**src/rtl/cmd_exec_ctrl.sv**
```systemverilog
// Command executor: runs decoded W/R commands against a register file and returns one response byte over a tx handshake.
// Optional macro CMD_ECHO_EN: echo the opcode byte before every response.
module cmd_exec_ctrl #(
    parameter int         ADDR_W   = 4,
    parameter logic [7:0] ACK_BYTE = 8'h4B,
    parameter logic [7:0] ERR_BYTE = 8'h45
) (
    input  logic              clk,
    input  logic              rst,
    input  logic              cmd_valid,
    input  logic [7:0]        cmd,
    input  logic [7:0]        addr,
    input  logic [7:0]        data,
    output logic              busy,
    output logic              cmd_dropped,
    output logic              rf_we,
    output logic              rf_re,
    output logic [ADDR_W-1:0] rf_addr,
    output logic [7:0]        rf_wdata,
    input  logic [7:0]        rf_rdata,
    output logic              tx_valid,
    output logic [7:0]        tx_data,
    input  logic              tx_ready
);

    localparam logic [7:0] OP_WRITE = 8'h57;
    localparam logic [7:0] OP_READ  = 8'h52;

    typedef enum logic [2:0] {
        IDLE,
        WRITE,
        READ,
        READ_WAIT,
`ifdef CMD_ECHO_EN
        ECHO,
`endif
        RESP
    } state_t;

`ifdef CMD_ECHO_EN
    localparam state_t RESP_ENTRY = ECHO;
`else
    localparam state_t RESP_ENTRY = RESP;
`endif

    state_t            state;
    state_t            state_next;
    logic [ADDR_W-1:0] addr_q;
    logic [7:0]        data_q;
    logic [7:0]        resp_q;
    logic [7:0]        resp_next;
    logic              resp_load;
    logic              addr_ok;
`ifdef CMD_ECHO_EN
    logic [7:0]        cmd_q;
`endif

    // Addresses with any bit set at or above ADDR_W are outside the register file.
    assign addr_ok = ((addr >> ADDR_W) == 8'd0);

    always_ff @(posedge clk or posedge rst) begin
        if (rst) begin
            state <= IDLE;
        end else begin
            state <= state_next;
        end
    end

    always_comb begin
        state_next = state;
        resp_load  = 1'b0;
        resp_next  = resp_q;
        case (state)
            IDLE: begin
                if (cmd_valid) begin
                    if (cmd == OP_WRITE && addr_ok) begin
                        state_next = WRITE;
                    end else if (cmd == OP_READ && addr_ok) begin
                        state_next = READ;
                    end else begin
                        state_next = RESP_ENTRY;
                        resp_load  = 1'b1;
                        resp_next  = ERR_BYTE;
                    end
                end
            end
            WRITE: begin
                state_next = RESP_ENTRY;
                resp_load  = 1'b1;
                resp_next  = ACK_BYTE;
            end
            READ: begin
                state_next = READ_WAIT;
            end
            READ_WAIT: begin
                state_next = RESP_ENTRY;
                resp_load  = 1'b1;
                resp_next  = rf_rdata;
            end
`ifdef CMD_ECHO_EN
            ECHO: begin
                if (tx_ready) begin
                    state_next = RESP;
                end
            end
`endif
            RESP: begin
                if (tx_ready) begin
                    state_next = IDLE;
                end
            end
            default: begin
                state_next = IDLE;
            end
        endcase
    end

    // Command fields are captured only on acceptance, so dropped commands never disturb them.
    always_ff @(posedge clk) begin
        if (state == IDLE && cmd_valid) begin
            addr_q <= addr[ADDR_W-1:0];
            data_q <= data;
`ifdef CMD_ECHO_EN
            cmd_q  <= cmd;
`endif
        end
        if (resp_load) begin
            resp_q <= resp_next;
        end
    end

    // Data outputs are gated by state so they read zero whenever they carry nothing.
    always_comb begin
        busy        = (state != IDLE);
        cmd_dropped = cmd_valid && (state != IDLE);
        rf_we       = (state == WRITE);
        rf_re       = (state == READ);
        rf_addr     = '0;
        rf_wdata    = 8'd0;
        tx_valid    = 1'b0;
        tx_data     = 8'd0;
        if (state == WRITE || state == READ) begin
            rf_addr = addr_q;
        end
        if (state == WRITE) begin
            rf_wdata = data_q;
        end
        if (state == RESP) begin
            tx_valid = 1'b1;
            tx_data  = resp_q;
        end
`ifdef CMD_ECHO_EN
        if (state == ECHO) begin
            tx_valid = 1'b1;
            tx_data  = cmd_q;
        end
`endif
    end

endmodule

```
**config.mk**
```make
export PLATFORM = sky130hd
export DESIGN_NAME = cmd_exec_ctrl
export DESIGN_NICKNAME = d
export VERILOG_FILES = /design/src/rtl/cmd_exec_ctrl.sv
export SDC_FILE = /design/constraint.sdc
export NUM_CORES = 1
export LEC_CHECK = 0
export ABC_AREA = 1
export CELL_PAD_IN_SITES_DETAIL_PLACEMENT = 1
export CELL_PAD_IN_SITES_GLOBAL_PLACEMENT = 2
export CORE_ASPECT_RATIO = 0.75
export CORE_MARGIN = 5
export CORE_UTILIZATION = 23
export DETAILED_ROUTE_END_ITERATION = 10
export PLACE_DENSITY_LB_ADDON = 0.3
export SYNTH_ARGS = -nofsm -noshare
export SYNTH_HDL_FRONTEND = slang
export SYNTH_SLANG_ARGS = --single-unit
export TNS_END_PERCENT = 1
```
**constraint.sdc**
```tcl
create_clock -name clk -period 4.14 [get_ports clk]
set_input_delay 0.828 -clock clk [delete_from_list [all_inputs] [get_ports clk]]
set_output_delay 0.828 -clock clk [all_outputs]
set_load 0.05 [all_outputs]
```
# --- After elaboration in Yosys (flattened, before gate mapping) ---
# Index checks and enable logic that the tools add are counted.
op_classes:
  n_mux: 17
  n_reduce_logical: 12
  n_eq_ne: 10
ops:
  columns: ["cell", "n"]
  rows:
  - ["$mux 8", 5]
  - ["$pmux 8 s3", 1]
  - ["$eq 8x7->1 const B", 2]
  - ["$mux 3", 4]
  - ["$pmux 3 s4", 1]
  - ["$logic_not 8->1", 1]
  - ["$ne 2x2->1 const B", 4]
  - ["$eq 3x2->1 const B", 2]
  - ["$reduce_bool 3->1", 2]
  - ["$reduce_and 5->1", 1]
  - ["$logic_and 1x1->1", 4]
  - ["$mux 1", 4]
  - ["$mux 4", 1]
  - ["$eq 3x1->1 const B", 1]
  - ["$eq 3x3->1 const B", 1]
  - ["$logic_not 3->1", 1]
  - ["$pmux 1 s2", 1]
  - ["$reduce_and 2->1", 1]
  - ["$reduce_or 2->1", 1]
  - ["$logic_or 1x1->1", 1]
word_totals:
  inputBits: 36
  word_cells: 43
  register_bits: 23

# --- Logic depth before layout (Yosys ltp) ---
logic_depth:
  depth_word: 7
  depth_mapped: 7

# --- Worst setup path before layout ---
# OpenSTA, ideal clock, no wires.
synth_timing:
  path_kind: "register -> output"
  startpoint: "register state[2]"
  endpoint: "output port rf_addr[0]"
  n_path_buf: 0
  path_slack_ps: 1146
  t_required_ps: 3312
  stages_incl_launch_ff: 6
  arrival_ps: 2166
  cell_sequence: "dfrtp_1 > nor3_2 > inv_2 > nand2_2 > inv_2 > nor2_1"
synth_between:
  elab_chain_cells: 3
  elab_cells_between_ends: 4
synth_rtl:
  columns: ["element", "line_no", "text"]
  rows:
  - ["start: declaration", "46", "state_t state;"]
  - ["start signal: assignment", "65", "state <= state_next;"]
  - ["$eq 3x1->1", null, null]
  - ["named net rf_we", "16", "output logic rf_we,"]
  - ["$logic_or 1x1->1", "142", "if (state == WRITE || state == READ) begin"]
  - ["$mux 4", "142", null]
  - ["end: declaration", "18", "output logic [ADDR_W-1:0] rf_addr,"]
# The timed path passes the listed nets, and every way through them passes these cells.

# --- Final worst setup path ---
layout_timing:
  startpoint: "input port cmd_valid"
  endpoint: "output port cmd_dropped"
layout_between:
  elab_chain_cells: 1
layout_rtl:
  columns: ["element", "line_no", "text"]
  rows:
  - ["start: declaration", "10", "input logic cmd_valid,"]
  - ["$logic_and 1x1->1", "135", "cmd_dropped = cmd_valid && (state != IDLE);"]
  - ["end: declaration", "15", "output logic cmd_dropped,"]
# Every way passes these cells.

==> impl_metrics.json <==
{
  "outcome": "completed",
  "synth_cell_types": 18,
  "cts_max_path_buffers": 2,
  "worst_setup_path_start_kind": "primary input",
  "h-tree-depth": 1,
  "nets": 225,
  "rrSetupSlack_ns": 2.29,
  "syn_inst": 124,
  "start_util": 0.236,
  "core_area_um2": 4840,
  "ant_nets": 0,
  "avgSynthCellArea_um2": 9.20,
  "gr-total-overflow": 0,
  "multi_input_area_um2": 319,
  "netlist_area_um2": 1140,
  "cts_tree": "done",
  "finClkSkew_ns": 0.00655,
  "die_y_um": 71,
  "cts_hold_buffers": 0,
  "clock-root-buffer": "clkbuf_8",
  "p_leak_nw": 0.805,
  "grt_setup_unrepaired": "false",
  "antenna_found_initial": 0,
  "rows": 22,
  "ys_seq_area_frac": 0.592,
  "drt_iter0_markers": 25,
  "areaGrowthSynthToFinish_pct": 63.3,
  "drc_errors": 0,
  "period_needed_ns": 3.17,
  "fin_cells": 248,
  "crit_required_ns": 3.31,
  "cp_data_arrival_time_ns": 2.34,
  "fillCellCount": 564,
  "grt_pass1_wl_mm": 4.95,
  "syn_nets": 160,
  "maxCapViolations": 0,
  "grt_max_degree": 14,
  "hold_path.startpoint": "state[1]",
  "dr.pass1.iters": 3,
  "die_x_um": 91.3,
  "grt_pass1_vias": 1084,
  "io_buffer_count": 60,
  "dr_total_vias": 978,
  "clkLatencyLatePin_ns": 0.26,
  "worstReg2RegStart": "state[1]",
  "mostFrequentLayoutCell": "clkdlybuf4s50_1",
  "maxSlewViolCount": 0,
  "cts_sinks": 23,
  "worstHoldPathCells": 2,
  "place.gp.congestion": 0.712,
  "cts_setup_buffers": 0,
  "crit_fanout": 3,
  "regArea_um2": 676,
  "period_share": 0.765,
  "reg2regPathDepth": 3,
  "hp-class": "reg2reg",
  "ir_drop_mv": 0.320,
  "critPathKind": "in2out",
  "n_antenna_cell": 0,
  "synth_seq_cells": 23,
  "yosysWarnings": 0,
  "io_pins": 61,
  "tightest_slew_ns": 0.976,
  "drive_above_1_share": 0.101,
  "slew_headroom": 0.347,
  "hold_violations": 0,
  "setup_viol": 0,
  "numCtsBuffers": 3,
  "end_kind": "output pin",
  "dp_cells": 244,
  "routed_via_density": 3.94,
  "max_freq_mhz": 316,
  "p_per_area_nw_per_um2": 481,
  "ctsResizeCount": 0,
  "wl_mm": 3.02,
  "r2r_end": "addr_q[2]",
  "dpl.hpwl_mm": 2.55,
  "clkTransAtPathRegs_ns": 0.08,
  "wire_per_inst_um": 12.2,
  "hold_end": "resp_q[2]",
  "tns_ns": 0,
  "grt_usage": 0.0953,
  "die_area_um2": 6480,
  "layout_common_cells": "clkdlybuf4s50_1 (60), nor2_1 (36), inv_1 (34)"
}
==> per-layer routing <==
layer	wire, um	up-vias	track usage
met2	1600	31	0.178
met1	1230	448	0.103
met5	0	-	0
met3	169	2	0.0298
met4	29	0	0.0293
li1	-	497	-
==> critical path, cell delays in order <==
cell	delay, ns
clkdlybuf4s50_1	0.52
inv_1	0.07
nor2_1	0.11
clkdlybuf4s50_1	0.81
==> area by class of cell <==
cell class,instances,area share
sequential,23,0.363
timing repair buffer,60,0.322
multi-input combinational,62,0.171
inverter,39,0.0786
tap,60,0.0403
clock buffer,3,0.0222
clock inverter,1,0.00269
==> per-stage QoR <==
step	utilization	total power, mW	cell area, um^2	setup WS, ns	hold slack [ns]
2_1_floorplan	-	0.611	1140	1.15	0.574
3_3_place_gp	0.375	0.764	1820	1.00	0.611
3_5_place_dp	0.375	0.773	1820	0.981	0.637
4_1_cts	0.385	0.912	1860	0.967	0.648
5_1_grt	0.385	0.953	1860	0.918	0.658
6_report	0.385	0.896	1860	0.971	0.642
==> synth_stat cells (all sizes together) <==
cell type | number | area, um^2
nand2 | 8 | 32.5
nand3 | 6 | 70.1
a21oi | 2 | 10.0
o21ai | 2 | 13.8
nor3 | 3 | 25.0
edfxtp | 20 | 601
nand4 | 1 | 6.26
or2 | 3 | 18.8
dfrtp | 3 | 75.1
inv | 39 | 146
and2 | 1 | 7.51
nor2 | 36 | 135
==> sequential cells by signal, summed over array words and instances, names as in the netlist <==
signal  flops
state       3
addr_q      4
resp_q      8
data_q      8
==> cell families (layout without fill, tap and decap cells) <==
group           Yosys count  count (layout)  synth area share
simple gates             58              58             0.259
compound gates            4               4            0.0208
buf+inv                  39             103             0.128
flops                    23              23             0.592
==> power breakdown <==
group	switching, mW	internal, mW
Combinational	0.288	0.142
Clock	0.0689	0.0671
Sequential	0.0201	0.309
Total	0.377	0.519
==> worst max path at each step <==
stage | from | to | slack (ns)
after floorplan | state[2] | rf_addr[0] | 1.15
after global placement | cmd_valid | cmd_dropped | 1.0
after detailed placement | cmd_valid | cmd_dropped | 0.98
after CTS | cmd_valid | cmd_dropped | 0.97
after global routing | cmd_valid | cmd_dropped | 0.92
final | cmd_valid | cmd_dropped | 0.97
No activity file was read; power rests on OpenSTA's default activity.
